File: src/rtl/cpu_handshake_arbiter.sv
// cpu_handshake_arbiter
//
// CPU-side master for a four-phase send/ack link. Two local requesters share
// the link; ties are broken round-robin. The block drives the full handshake
// (raise send, wait ack high, drop send, wait ack low) and reports completion
// with a done pulse or an abort with an err pulse after a timeout.
//
// Ports:
//   cpu_clk            sole clock, rising edge
//   cpu_rst            asynchronous active-low reset
//   req0, req1         level requests, held until the matching done/err pulse
//   dados0, dados1     payload per requester, sampled at grant
//   done0, done1       one-cycle completion pulse per requester
//   err, err_id        one-cycle abort pulse and the aborted requester
//   busy               high whenever the controller is not idle
//   cpu_send           handshake request to the peripheral
//   cpu_ack            handshake acknowledge from the peripheral (async)
//   cpu_dados          payload to the peripheral, stable while cpu_send=1
module cpu_handshake_arbiter #(
  parameter int DATA_W  = 4,
  parameter int TIMEOUT = 15
) (
  input  logic              cpu_clk,
  input  logic              cpu_rst,
  input  logic              req0,
  input  logic              req1,
  input  logic [DATA_W-1:0] dados0,
  input  logic [DATA_W-1:0] dados1,
  output logic              done0,
  output logic              done1,
  output logic              err,
  output logic              err_id,
  output logic              busy,
  output logic              cpu_send,
  input  logic              cpu_ack,
  output logic [DATA_W-1:0] cpu_dados
);

  localparam int CNT_W = $clog2(TIMEOUT + 1);
  localparam logic [CNT_W-1:0] CNT_LAST = CNT_W'(TIMEOUT - 1);

  typedef enum logic [2:0] {
    S_IDLE,
    S_SEND,
    S_RELEASE,
    S_DONE,
    S_ERR
  } state_t;

  state_t             state;
  logic [CNT_W-1:0]   cnt;
  logic               gnt_id;
  logic               last_gnt;
  logic               ack_m;
  logic               ack_s;
  logic               win_id;

  // Two-flop synchroniser for the peripheral-domain acknowledge. Only ack_s
  // is ever looked at by the state machine.
  // NOTE: sequential state uses non-blocking assignments so every flop
  // samples the pre-edge value of its neighbours (ack_s gets old ack_m).
  always_ff @(posedge cpu_clk or negedge cpu_rst) begin
    if (!cpu_rst) begin
      ack_m <= 1'b0;
      ack_s <= 1'b0;
    end else begin
      ack_m <= cpu_ack;
      ack_s <= ack_m;
    end
  end

  // A lone request wins outright; on a tie the requester that was not
  // served last goes next.
  assign win_id = (req0 && req1) ? ~last_gnt : req1;

  always_ff @(posedge cpu_clk or negedge cpu_rst) begin
    if (!cpu_rst) begin
      state     <= S_IDLE;
      cnt       <= '0;
      gnt_id    <= 1'b0;
      last_gnt  <= 1'b1;
      cpu_send  <= 1'b0;
      cpu_dados <= '0;
      done0     <= 1'b0;
      done1     <= 1'b0;
      err       <= 1'b0;
      err_id    <= 1'b0;
      busy      <= 1'b0;
    end else begin
      case (state)
        S_IDLE: begin
          // A still-high ack belongs to a previous exchange; starting a new
          // one would be seen as instantly acknowledged.
          if ((req0 || req1) && !ack_s) begin
            gnt_id    <= win_id;
            cpu_dados <= win_id ? dados1 : dados0;
            cpu_send  <= 1'b1;
            busy      <= 1'b1;
            cnt       <= '0;
            state     <= S_SEND;
          end
        end

        S_SEND: begin
          if (ack_s) begin
            cpu_send <= 1'b0;
            cnt      <= '0;
            state    <= S_RELEASE;
          end else if (cnt == CNT_LAST) begin
            cpu_send <= 1'b0;
            err      <= 1'b1;
            err_id   <= gnt_id;
            last_gnt <= gnt_id;
            state    <= S_ERR;
          end else begin
            cnt <= cnt + CNT_W'(1);
          end
        end

        S_RELEASE: begin
          if (!ack_s) begin
            done0    <= ~gnt_id;
            done1    <= gnt_id;
            last_gnt <= gnt_id;
            state    <= S_DONE;
          end else if (cnt == CNT_LAST) begin
            err      <= 1'b1;
            err_id   <= gnt_id;
            last_gnt <= gnt_id;
            state    <= S_ERR;
          end else begin
            cnt <= cnt + CNT_W'(1);
          end
        end

        S_DONE: begin
          done0 <= 1'b0;
          done1 <= 1'b0;
          busy  <= 1'b0;
          state <= S_IDLE;
        end

        S_ERR: begin
          err    <= 1'b0;
          err_id <= 1'b0;
          busy   <= 1'b0;
          state  <= S_IDLE;
        end

        default: begin
          cpu_send <= 1'b0;
          done0    <= 1'b0;
          done1    <= 1'b0;
          err      <= 1'b0;
          err_id   <= 1'b0;
          busy     <= 1'b0;
          state    <= S_IDLE;
        end
      endcase
    end
  end

endmodule

File: config.mk
export PLATFORM = sky130hd
export DESIGN_NAME = cpu_handshake_arbiter
export DESIGN_NICKNAME = d
export VERILOG_FILES = /design/src/rtl/cpu_handshake_arbiter.sv
export SDC_FILE = /design/constraint.sdc
export NUM_CORES = 1
export LEC_CHECK = 0
export ABC_CLOCK_PERIOD_IN_PS = 2000
export CAP_MARGIN = 40
export CORE_ASPECT_RATIO = 1.1
export CORE_MARGIN = 5
export CORE_UTILIZATION = 48
export CTS_BUF_LIST = sky130_fd_sc_hd__clkbuf_4 sky130_fd_sc_hd__clkbuf_8 sky130_fd_sc_hd__clkbuf_16
export DETAILED_ROUTE_END_ITERATION = 8
export GPL_TIMING_DRIVEN = 0
export PLACE_DENSITY = 0.83
export SYNTH_ARGS = -nofsm -noshare
export SYNTH_HDL_FRONTEND = slang
export SYNTH_SLANG_ARGS = --single-unit
File: constraint.sdc
create_clock -name cpu_clk -period 2 [get_ports cpu_clk]
set_input_delay 0.4 -clock cpu_clk [delete_from_list [all_inputs] [get_ports cpu_clk]]
set_output_delay 0.4 -clock cpu_clk [all_outputs]
set_load 0.1 [all_outputs]
==> impl_metrics.yaml <==
status:
  status: "completed"
sta:
  max_freq_mhz: 538
  min_period_over_period_pct: 93.0
  finalHoldViolCount: 0
  worst_pin_slew_ns: 0.603
  final-max-slew-violation-count: 0
  finalSetupViolCount: 0
  fin_crit_ns: 1.86
  rsz0062_at_grt: "no"
  tns_ns: 0
  clock_skew_ns: 0.00771
  maxSlewHeadroom_pct: 59.7
grt:
  grt_pass1_vias: 1052
  grt_pass1_wl_um: 4740
  grt_overflow: 0
  grt_util_all_layers_pct: 20.0
  antenna_found_initial: 0
  grt_max_degree: 14
synth:
  synthXorXnorAreaFrac_pct: 0
  ys_types: 29
  ys.warnings.count: 0
  yosys.area.top_type: "dfrtp_1"
  synth_adder_area_share_pct: 2.41
  synthTopCellsByArea: "dfrtp_1 48%, o21ai_0 6.3%, a21oi_1 5.3%"
  syn_avg_cell_area_um2: 9.79
  ys_ff_latch: 21
  netlist_instances: 106
  yosys.area_share.simple_pct: 17.1
  seq_area_frac_synth_pct: 50.8
  netlist_area_mm2: 0.00104
  syn-num-nets: 121
  synthMuxAreaShare_pct: 7.00
  synth_top_family_by_area: "compound AO/OA/AOI/OAI gates"
  synth_top_cell_area_share_pct: 48.3
  synth_compound_gate_area_share_pct: 19.7
detailed_routing:
  ant_nets: 0
  totalWireLength_um: 2710
  routed_via_density: 5.73
  wl_per_cell_um: 15.8
  vias: 979
  drc: 0
  dr.first_iter.drc_count: 21
  drt-pass1-iter-count: 4
power_and_ir_drop:
  seqPwrFrac_pct: 28.5
  p_sw_mw: 1.19
  switching_share_pct: 49.7
  power_mw: 2.40
  irDropWorstVdd_v: 0.00159
  p_comb_share_pct: 62.4
  p_int_mw: 1.21
  power_density_mw_per_mm2: 1610
  p_leak_nw: 0.653
  pwr-share-clk_pct: 9.2
floorplanning:
  initial_core_util_pct: 50.8
  coreArea_mm2: 0.00204
  io_pins: 23
  die-area_mm2: 0.00319
  core.rowCount: 17
  fp.dieW_um: 54.3
  die_y_um: 58.8
setup_path:
  worst_ep_arrival_time_ns: 2.10
  crit_buf_inv: 1
  path_max_fanout: 10
  path_cells: "clkbuf_1, or3b_1, a221oi_2, mux2_1"
  start_kind: "flip-flop"
  worstPathRequired_ns: 2.24
  cp-end-kind: "flip-flop"
  crit_family: "simple AND/OR/NAND/NOR gates"
  crit_slowest_cell: "or3b_1"
  crit_type: "reg -> reg"
  critPathMaxStageDelay_ns: 0.46
cts:
  numClockSinks: 21
  cts_tree: "yes"
  postCtsSetupRepairBufs: 0
  hold_buffers: 0
  insertion_delay_ns: 0.31
  clockBufferDepth: 2
  cts-buffers-inserted: 3
  cts_htree_levels: 1
  cts_resized: 0
  clockRootBuffer: "clkbuf_4"
  clk_pin_slew_ns: 0.12
min_path:
  worstHoldPathType: "in -> async"
placement:
  portBuffers: 22
  gp_congestion: 0.767
  dp_cells: 167
  dp_hpwl_um: 2050
final_layout:
  layout-drive-gt1-share_pct: 15.4
  final_nets: 159
  register_area_um2: 527
  fillCellCount: 152
  multi_input_area_um2: 479
  final_core_util_pct: 72.9
  diodes: 0
  area_growth_pct: 43.4
  finalNonFillerCells: 171
run:
  drv_cap: 0
registers in the layout (all words and copies together) (netlist names):
register,count
err,1
done0,1
cpu_send,1
done1,1
ack_m,1
ack_s,1
err_id,1
busy,1
cpu_dados,4
gnt_id,1
last_gnt,1
state,3
cnt,4
logic make-up after synthesis:
group	count (synthesis)
AOI/OAI and AO/OA	33
adders and majority gates	2
buffers and inverters	8
DFF	21
muxes	7
and+or+nand+nor	35
layer usage:
metal / global-route usage [%] / vias to the layer above / routed length, µm / share of wire, %
met5: 0 / - / 0 / 0
met4: 7.47 / 0 / 63 / 2.3
met3: 4.05 / 9 / 127 / 4.7
met2: 32.6 / 37 / 1460 / 54
met1: 25.7 / 482 / 1050 / 39
li1: - / 451 / - / -
power by group through the flow:
stage / Sequential, mW / Combinational [mW] / Clock (mW)
floorplan: 1.19 / 0.410 / 0
CTS: 0.682 / 1.50 / 0.218
global placement: 0.672 / 1.20 / 0
finish: 0.682 / 1.49 / 0.219
detailed placement: 0.687 / 1.48 / 0
global route: 0.702 / 1.58 / 0.240
worst register-to-register path, stage by stage (launching register included):
cell and delay (ns):
dfrtp_1 0.39, clkbuf_1 0.21, or3b_1 0.46, a221oi_2 0.36
mux2_1 0.37
cells in the mapped netlist (all sizes together):
cell type	instances
clkbuf	3
a21bo	1
mux2	2
nand2	10
nand2b	5
a21boi	1
nor2	9
nor3	1
or3b	1
nand3	4
mux2i	5
dfstp	1
nor2b	1
ha	2
nand3b	2
a31oi	1
o21ai	13
a41oi	1
o22ai	1
inv	4
dfrtp	20
and3	1
a221oi	2
or4b	1
o21bai	1
buf	1
a21o	1
a21oi	11
cells in the final DEF (no fill, tap or decap):
cell / instances
dfstp_2: 1
or3b_1: 1
nor2b_1: 1
o21bai_1: 1
a31oi_1: 1
a21o_1: 1
buf_2: 1
mux2_1: 1
clkbuf_4: 4
ha_1: 2
o21ai_0: 13
nand2b_1: 5
a21oi_1: 11
a21boi_1: 1
nand3b_1: 2
inv_1: 4
buf_8: 11
clkbuf_1: 3
clkdlybuf4s50_1: 22
o22ai_1: 1
and3_1: 1
a221oi_2: 2
nand2_1: 10
dfrtp_1: 20
nand3_1: 4
nor3_1: 1
mux2i_1: 5
a41oi_1: 1
mux2_2: 1
nor2_1: 9
or4b_4: 1
a21bo_2: 1
final timing paths:
check	from	endpoint	slack (ns)	depth (start not counted)
worst min register to register	ack_m	ack_s	0.40	0
max in group asynchronous	cpu_rst	cpu_send	1.18	2
worst min-delay path	cpu_rst	cpu_dados[2]	0.39	1
worst max register to register	ack_s	last_gnt	0.14	4
worst max-delay path	ack_s	last_gnt	0.14	4
min in group cpu_clk	ack_m	ack_s	0.40	0
per-stage QoR:
step	hold WS (ns)	worst slack, ns	instance area, µm²
after floorplan	0.104	0.372	1040
after global placement	0.334	0.125	1290
after detailed placement	0.358	0.0456	1460
after CTS	0.393	0.129	1490
after global routing	0.396	0.0786	1490
final	0.393	0.141	1490
cell type report:
class | instances | area share [%]
inverters | 4 | 1.01
repair buffers | 33 | 25.9
clock buffers | 4 | 2.02
well taps | 28 | 2.35
multi-input cells | 77 | 32.2
flip-flops and latches | 21 | 35.4
plain buffers | 4 | 1.09
(Power assumes the default switching activity.)
